[src/rtl/serial_adder_pkg.sv]
// -----------------------------------------------------------------------------
// serial_adder_pkg
//   Shared definitions for the bit-serial adder: the controller state type and
//   the width of its encoding.
// -----------------------------------------------------------------------------
package serial_adder_pkg;

    // Width of the FSM state encoding (three states fit in two bits).
    localparam int unsigned STATE_W = 2;

    // IDLE : waiting for operands, in_ready high
    // RUN  : one sum bit produced per clock, LSB first
    // DONE : result held on sum/cout until out_ready
    typedef enum logic [STATE_W-1:0] {
        IDLE = 2'd0,
        RUN  = 2'd1,
        DONE = 2'd2
    } state_t;

endpackage : serial_adder_pkg

[src/rtl/fa_cell.sv]
// -----------------------------------------------------------------------------
// fa_cell
//   Single combinational full-adder cell.
//   Ports:
//     a, b  : operand bits
//     ci    : carry in
//     s     : sum bit   (a ^ b ^ ci)
//     co    : carry out (majority of a, b, ci)
// -----------------------------------------------------------------------------
module fa_cell (
    input  logic a,
    input  logic b,
    input  logic ci,
    output logic s,
    output logic co
);

    always_comb begin
        s  = a ^ b ^ ci;
        co = (a & b) | (a & ci) | (b & ci);
    end

endmodule : fa_cell

[src/rtl/serial_adder.sv]
// -----------------------------------------------------------------------------
// serial_adder
//   Bit-serial adder: {cout, sum} = a + b + cin computed LSB-first, one bit per
//   clock, through one full-adder cell and a registered carry.
//   Ports:
//     clk, rst    : rising-edge clock, asynchronous active-high reset
//     in_valid    : operand set presented
//     in_ready    : block can accept operands (IDLE and not in reset)
//     a, b, cin   : operands and carry-in, captured on acceptance
//     out_valid   : result available (DONE)
//     out_ready   : downstream accepts result
//     sum, cout   : result, driven only while out_valid, zero otherwise
//     busy        : high in RUN or DONE
// -----------------------------------------------------------------------------
module serial_adder
    import serial_adder_pkg::*;
#(
    parameter int WIDTH = 8
) (
    input  logic             clk,
    input  logic             rst,
    input  logic             in_valid,
    output logic             in_ready,
    input  logic [WIDTH-1:0] a,
    input  logic [WIDTH-1:0] b,
    input  logic             cin,
    output logic             out_valid,
    input  logic             out_ready,
    output logic [WIDTH-1:0] sum,
    output logic             cout,
    output logic             busy
);

    localparam int CNT_W = (WIDTH > 1) ? $clog2(WIDTH) : 1;
    localparam logic [CNT_W-1:0] LAST_BIT = CNT_W'(WIDTH - 1);

    state_t             state_q,  state_d;
    logic [WIDTH-1:0]   a_sr_q,   a_sr_d;
    logic [WIDTH-1:0]   b_sr_q,   b_sr_d;
    logic [WIDTH-1:0]   sum_sr_q, sum_sr_d;
    logic               carry_q,  carry_d;
    logic [CNT_W-1:0]   cnt_q,    cnt_d;

    logic               fa_s;
    logic               fa_co;

    fa_cell u_fa (
        .a  (a_sr_q[0]),
        .b  (b_sr_q[0]),
        .ci (carry_q),
        .s  (fa_s),
        .co (fa_co)
    );

    // Next-state and datapath update
    always_comb begin
        state_d  = state_q;
        a_sr_d   = a_sr_q;
        b_sr_d   = b_sr_q;
        sum_sr_d = sum_sr_q;
        carry_d  = carry_q;
        cnt_d    = cnt_q;

        case (state_q)
            IDLE: begin
                if (in_valid) begin
                    a_sr_d   = a;
                    b_sr_d   = b;
                    sum_sr_d = '0;
                    carry_d  = cin;
                    cnt_d    = '0;
                    state_d  = RUN;
                end
            end

            RUN: begin
                a_sr_d   = a_sr_q >> 1;
                b_sr_d   = b_sr_q >> 1;
                // New bit enters at the MSB; after WIDTH shifts the first
                // (LSB) result bit has arrived at position 0.
                sum_sr_d = {fa_s, sum_sr_q[WIDTH-1:1]};
                carry_d  = fa_co;
                // Counter parks at the last index instead of incrementing
                // past it, so it never wraps inside an operation.
                if (cnt_q == LAST_BIT) begin
                    state_d = DONE;
                end else begin
                    cnt_d = cnt_q + 1'b1;
                end
            end

            DONE: begin
                if (out_ready) begin
                    state_d = IDLE;
                end
            end

            default: begin
                state_d = IDLE;
            end
        endcase
    end

    always_ff @(posedge clk or posedge rst) begin
        if (rst) begin
            state_q  <= IDLE;
            a_sr_q   <= '0;
            b_sr_q   <= '0;
            sum_sr_q <= '0;
            carry_q  <= 1'b0;
            cnt_q    <= '0;
        end else begin
            state_q  <= state_d;
            a_sr_q   <= a_sr_d;
            b_sr_q   <= b_sr_d;
            sum_sr_q <= sum_sr_d;
            carry_q  <= carry_d;
            cnt_q    <= cnt_d;
        end
    end

    // Outputs. in_ready is gated by rst so it reads 0 while reset is held.
    // sum/cout are masked outside DONE so no partial result is ever visible.
    always_comb begin
        in_ready  = (state_q == IDLE) && !rst;
        out_valid = (state_q == DONE);
        busy      = (state_q != IDLE);
        sum       = out_valid ? sum_sr_q : '0;
        cout      = out_valid & carry_q;
    end

endmodule : serial_adder

[config.mk]
export PLATFORM = sky130hd
export DESIGN_NAME = serial_adder
export DESIGN_NICKNAME = d
export VERILOG_FILES = /design/src/rtl/serial_adder_pkg.sv /design/src/rtl/fa_cell.sv /design/src/rtl/serial_adder.sv
export SDC_FILE = /design/constraint.sdc
export NUM_CORES = 1
export LEC_CHECK = 0
export CORE_ASPECT_RATIO = 1.1
export CORE_MARGIN = 2
export CORE_UTILIZATION = 39
export CTS_BUF_LIST = sky130_fd_sc_hd__clkbuf_4 sky130_fd_sc_hd__clkbuf_8
export DETAILED_ROUTE_END_ITERATION = 12
export GPL_TIMING_DRIVEN = 0
export HOLD_SLACK_MARGIN = 0.08
export PLACE_DENSITY = 0.74
export SLEW_MARGIN = 30
export SYNTH_ARGS = -nofsm -noshare
export SYNTH_HDL_FRONTEND = slang
export SYNTH_SLANG_ARGS = --single-unit
[constraint.sdc]
create_clock -name clk -period 1.37 [get_ports clk]
set_clock_uncertainty 0.2 [all_clocks]
set_input_delay 0.274 -clock clk [delete_from_list [all_inputs] [get_ports clk]]
set_output_delay 0.274 -clock clk [all_outputs]
set_load 0.01 [all_outputs]
==> impl_metrics.toml <==
[outcome]
status = "complete, but fails checks"
failing_checks = "setup timing"

[sta]
max_slew_margin_pct = 57.4
setup_viol_count_final = 41
timing_hold_violations_final = 0
post-route-period-util_pct = 130
tightestPinTransition_ns = 0.638
period_minus_slack_ns = 1.78
maxSlewViolCount = 0
setup_ws_ns = -0.412
fmax_mhz = 561
grt_setup_unrepaired = "yes"

[cts]
clockRootBuffer = "sky130_fd_sc_hd__clkbuf_8"
clk_transition_reported_paths_ns = 0.07
tritoncts_num_sinks = 30
clock_latency_of_the_later_clocked_register_in_the_worst_skew_pair_ns = 0.29
cts_tree = "built"
numCtsBuffers = 5
clk_path_buf_depth = 2
ctsHtreeMaxLevel = 2

[pwr]
powerDensity_nw_per_um2 = 2010
cellLeakagePower_nw = 1.11
peakVddDrop_v = 0.00101
p_total_mw = 5.11

[setup_path]
worst-setup-path-type = "flip-flop to output pin"
critPathArrivalTime_ns = 1.31
cp-start-kind = "flip-flop"
crit-reg2reg-launch = "state_q[0]"
endpoint_kind = "output pin"
startpoint = "state_q[0]"
critical_path_required_ns = 0.90
path_max_fanout = 4

[run]
max_cap_viol_count = 0

[synthesis]
synth.net_count = 172
dominantRegCellSynth = "sky130_fd_sc_hd__dfrtp_1"
synth_largest_area_cell = "sky130_fd_sc_hd__dfrtp_1"
netlist_top_cells_area = "sky130_fd_sc_hd__dfrtp_1, sky130_fd_sc_hd__o22ai_1, sky130_fd_sc_hd__a21oi_1"
synth.yosys.warnings = 0
number_of_cells_produced_by_synthesis = 148
yosysSeqAreaShare_pct = 50.6
mappedNetlistArea_um2 = 1480
synth_top_area_share_pct = 50.6
post_synth_num_cell_types = 31
synth-edff-count = 0
postSynthAreaPerCell_um2 = 10.0
yosys-top-cells-count = "sky130_fd_sc_hd__dfrtp_1, sky130_fd_sc_hd__o22ai_1, sky130_fd_sc_hd__a21oi_1"
post-synth-top-count-cell = "sky130_fd_sc_hd__dfrtp_1"
synth-seq-cells = 30
async_flop_share_pct = 100

[final_layout]
final_design_area_no_fill_um2 = 2540
nNetsFinal = 242
area.growth.synth_to_final_pct = 71.4
fillCellCount = 281
final_cell_count_no_fill = 269
n_antenna_cell = 0
final_layout_size_suffix_gt1_share_pct = 52.1

[placement]
sum_of_net_half_perimeters_after_detailed_placement_um = 2610
dpl-instance-area_um2 = 1930
dp_cells = 230
port_buffers = 32
place_ws_ns = -0.739
globalplace.congestion = 0.811

[floorplanning]
io_pins = 33
core_region_area_um2 = 3650
die-height_um = 68.7
effective_utilization_at_floorplan_pct = 40.6
placementRows = 23
fp.dieW_um = 62.8
die_area_um2 = 4320

[routing]
post-route-drc-count = 0
routed_wirelength_um = 4740
routed_via_density = 5.58
route.vias.total = 1501
drt-pass1-iter-count = 4
drt_iter0_markers = 82
detail_route.wl_per_cell_um = 17.6
postRouteAntennaNets = 0

[min_path]
path_class_of_the_lowest_slack_min_delay_path = "input port to asynchronous set/reset pin"

[global_routing]
globalRoute.totalOverflow = 0
groute.usage.overall_pct = 23.3
grt_antenna_before_repair = 0
first_global_vias = 1532
grt_start_max_net_pins = 31
wire_length_of_the_first_global_routing_pass_um = 7620
repair_timing:
item,4_1_cts,5_1_grt
cloned,4,0
hold buffers,0,0
pin swaps,14,12
resized for setup,114,16
buffers inserted,23,9
setup endpoints to repair,41,42
layout by cell type, fill, tap and decap left out, drive strengths merged:
cell,netlist,routed
o21ai,8,8
ha,2,2
or2,1,1
o32ai,1,1
a22o,8,8
nand2b,4,4
dlygate4sd2,0,1
clkinvlp,0,1
nor3b,2,2
a21oi,14,14
nor3,4,4
dfrtp,30,30
nor2b,2,3
o22ai,18,18
o31ai,1,1
clkbuf,3,8
a221oi,1,1
nand2,8,8
clkdlybuf4s50,0,19
o22a,3,3
clkinv,0,1
fa,1,1
buf,9,52
a22oi,2,2
inv,9,9
o21bai,1,1
a211oi,1,1
nor2,6,6
and3,8,8
o31a,1,1
where the power goes:
group	switching (mW)	total, mW	internal [mW]
Combinational	1.26	2.74	1.48
Clock	0.358	0.761	0.403
Sequential	0.317	1.61	1.29
worst paths after layout:
kind                       slack (ns)  cells past startpoint    endpoint
setup reg to reg                -0.21                      6   a_sr_q[3]
min in group clk                 0.31                      1   a_sr_q[3]
max in group asynchronous        0.22                      2  state_q[1]
setup / recovery                -0.41                      4        cout
hold / removal                   0.30                      2   a_sr_q[0]
hold reg to reg                  0.31                      1   a_sr_q[3]
through the flow:
step / setup TNS, ns / hold WS (ns) / utilization, %
6_report: -6.91 / 0.297 / 69.6
5_1_grt: -8.52 / 0.339 / 69.6
4_1_cts: -5.66 / 0.312 / 66.7
3_5_place_dp: -20.43 / 0.293 / 52.9
3_3_place_gp: -33.50 / 0.285 / 52.9
2_1_floorplan: -0.147 / 0.153 / -
cell families (layout without fill, tap and decap cells):
group,count (synthesis),count (layout),share of synthesized area (%)
buffers and inverters,21,91,7.17
AND/OR/NAND/NOR,35,36,12.4
AO/OA/AOI/OAI,59,59,26.8
adder cells (fa/ha/maj),3,3,3.04
flip-flops,30,30,50.6
sequential cells by signal, indices dropped and copies added, names as in the netlist:
name,flops
a_sr_q,8
carry_q,1
b_sr_q,8
cnt_q,3
sum_sr_q,8
state_q,2
critical path: stages (launching register included):
cell and delay (ns):
sky130_fd_sc_hd__dfrtp_2 0.44, sky130_fd_sc_hd__buf_6 0.13, sky130_fd_sc_hd__buf_8 0.12, sky130_fd_sc_hd__nor3_4 0.17
sky130_fd_sc_hd__buf_2 0.15
layout make-up:
class	count	area, um^2	area share [%]
Buffer	10	113	4.43
Multi-Input combinational cell	98	895	35.2
Inverter	9	33.8	1.33
Tap cell	50	62.6	2.46
Timing Repair Buffer	64	592	23.3
Sequential cell	30	753	29.6
Clock inverter	2	12.5	0.492
Clock buffer	6	82.6	3.25
routing by layer:
metal,vias up,global-route usage (%),routed length (um)
met3,11,3.73,188
met5,-,0,0
li1,683,-,-
met4,0,6.94,99
met1,760,26.5,1830
met2,47,45.8,2620
No activity file was read; power rests on OpenSTA's default activity.
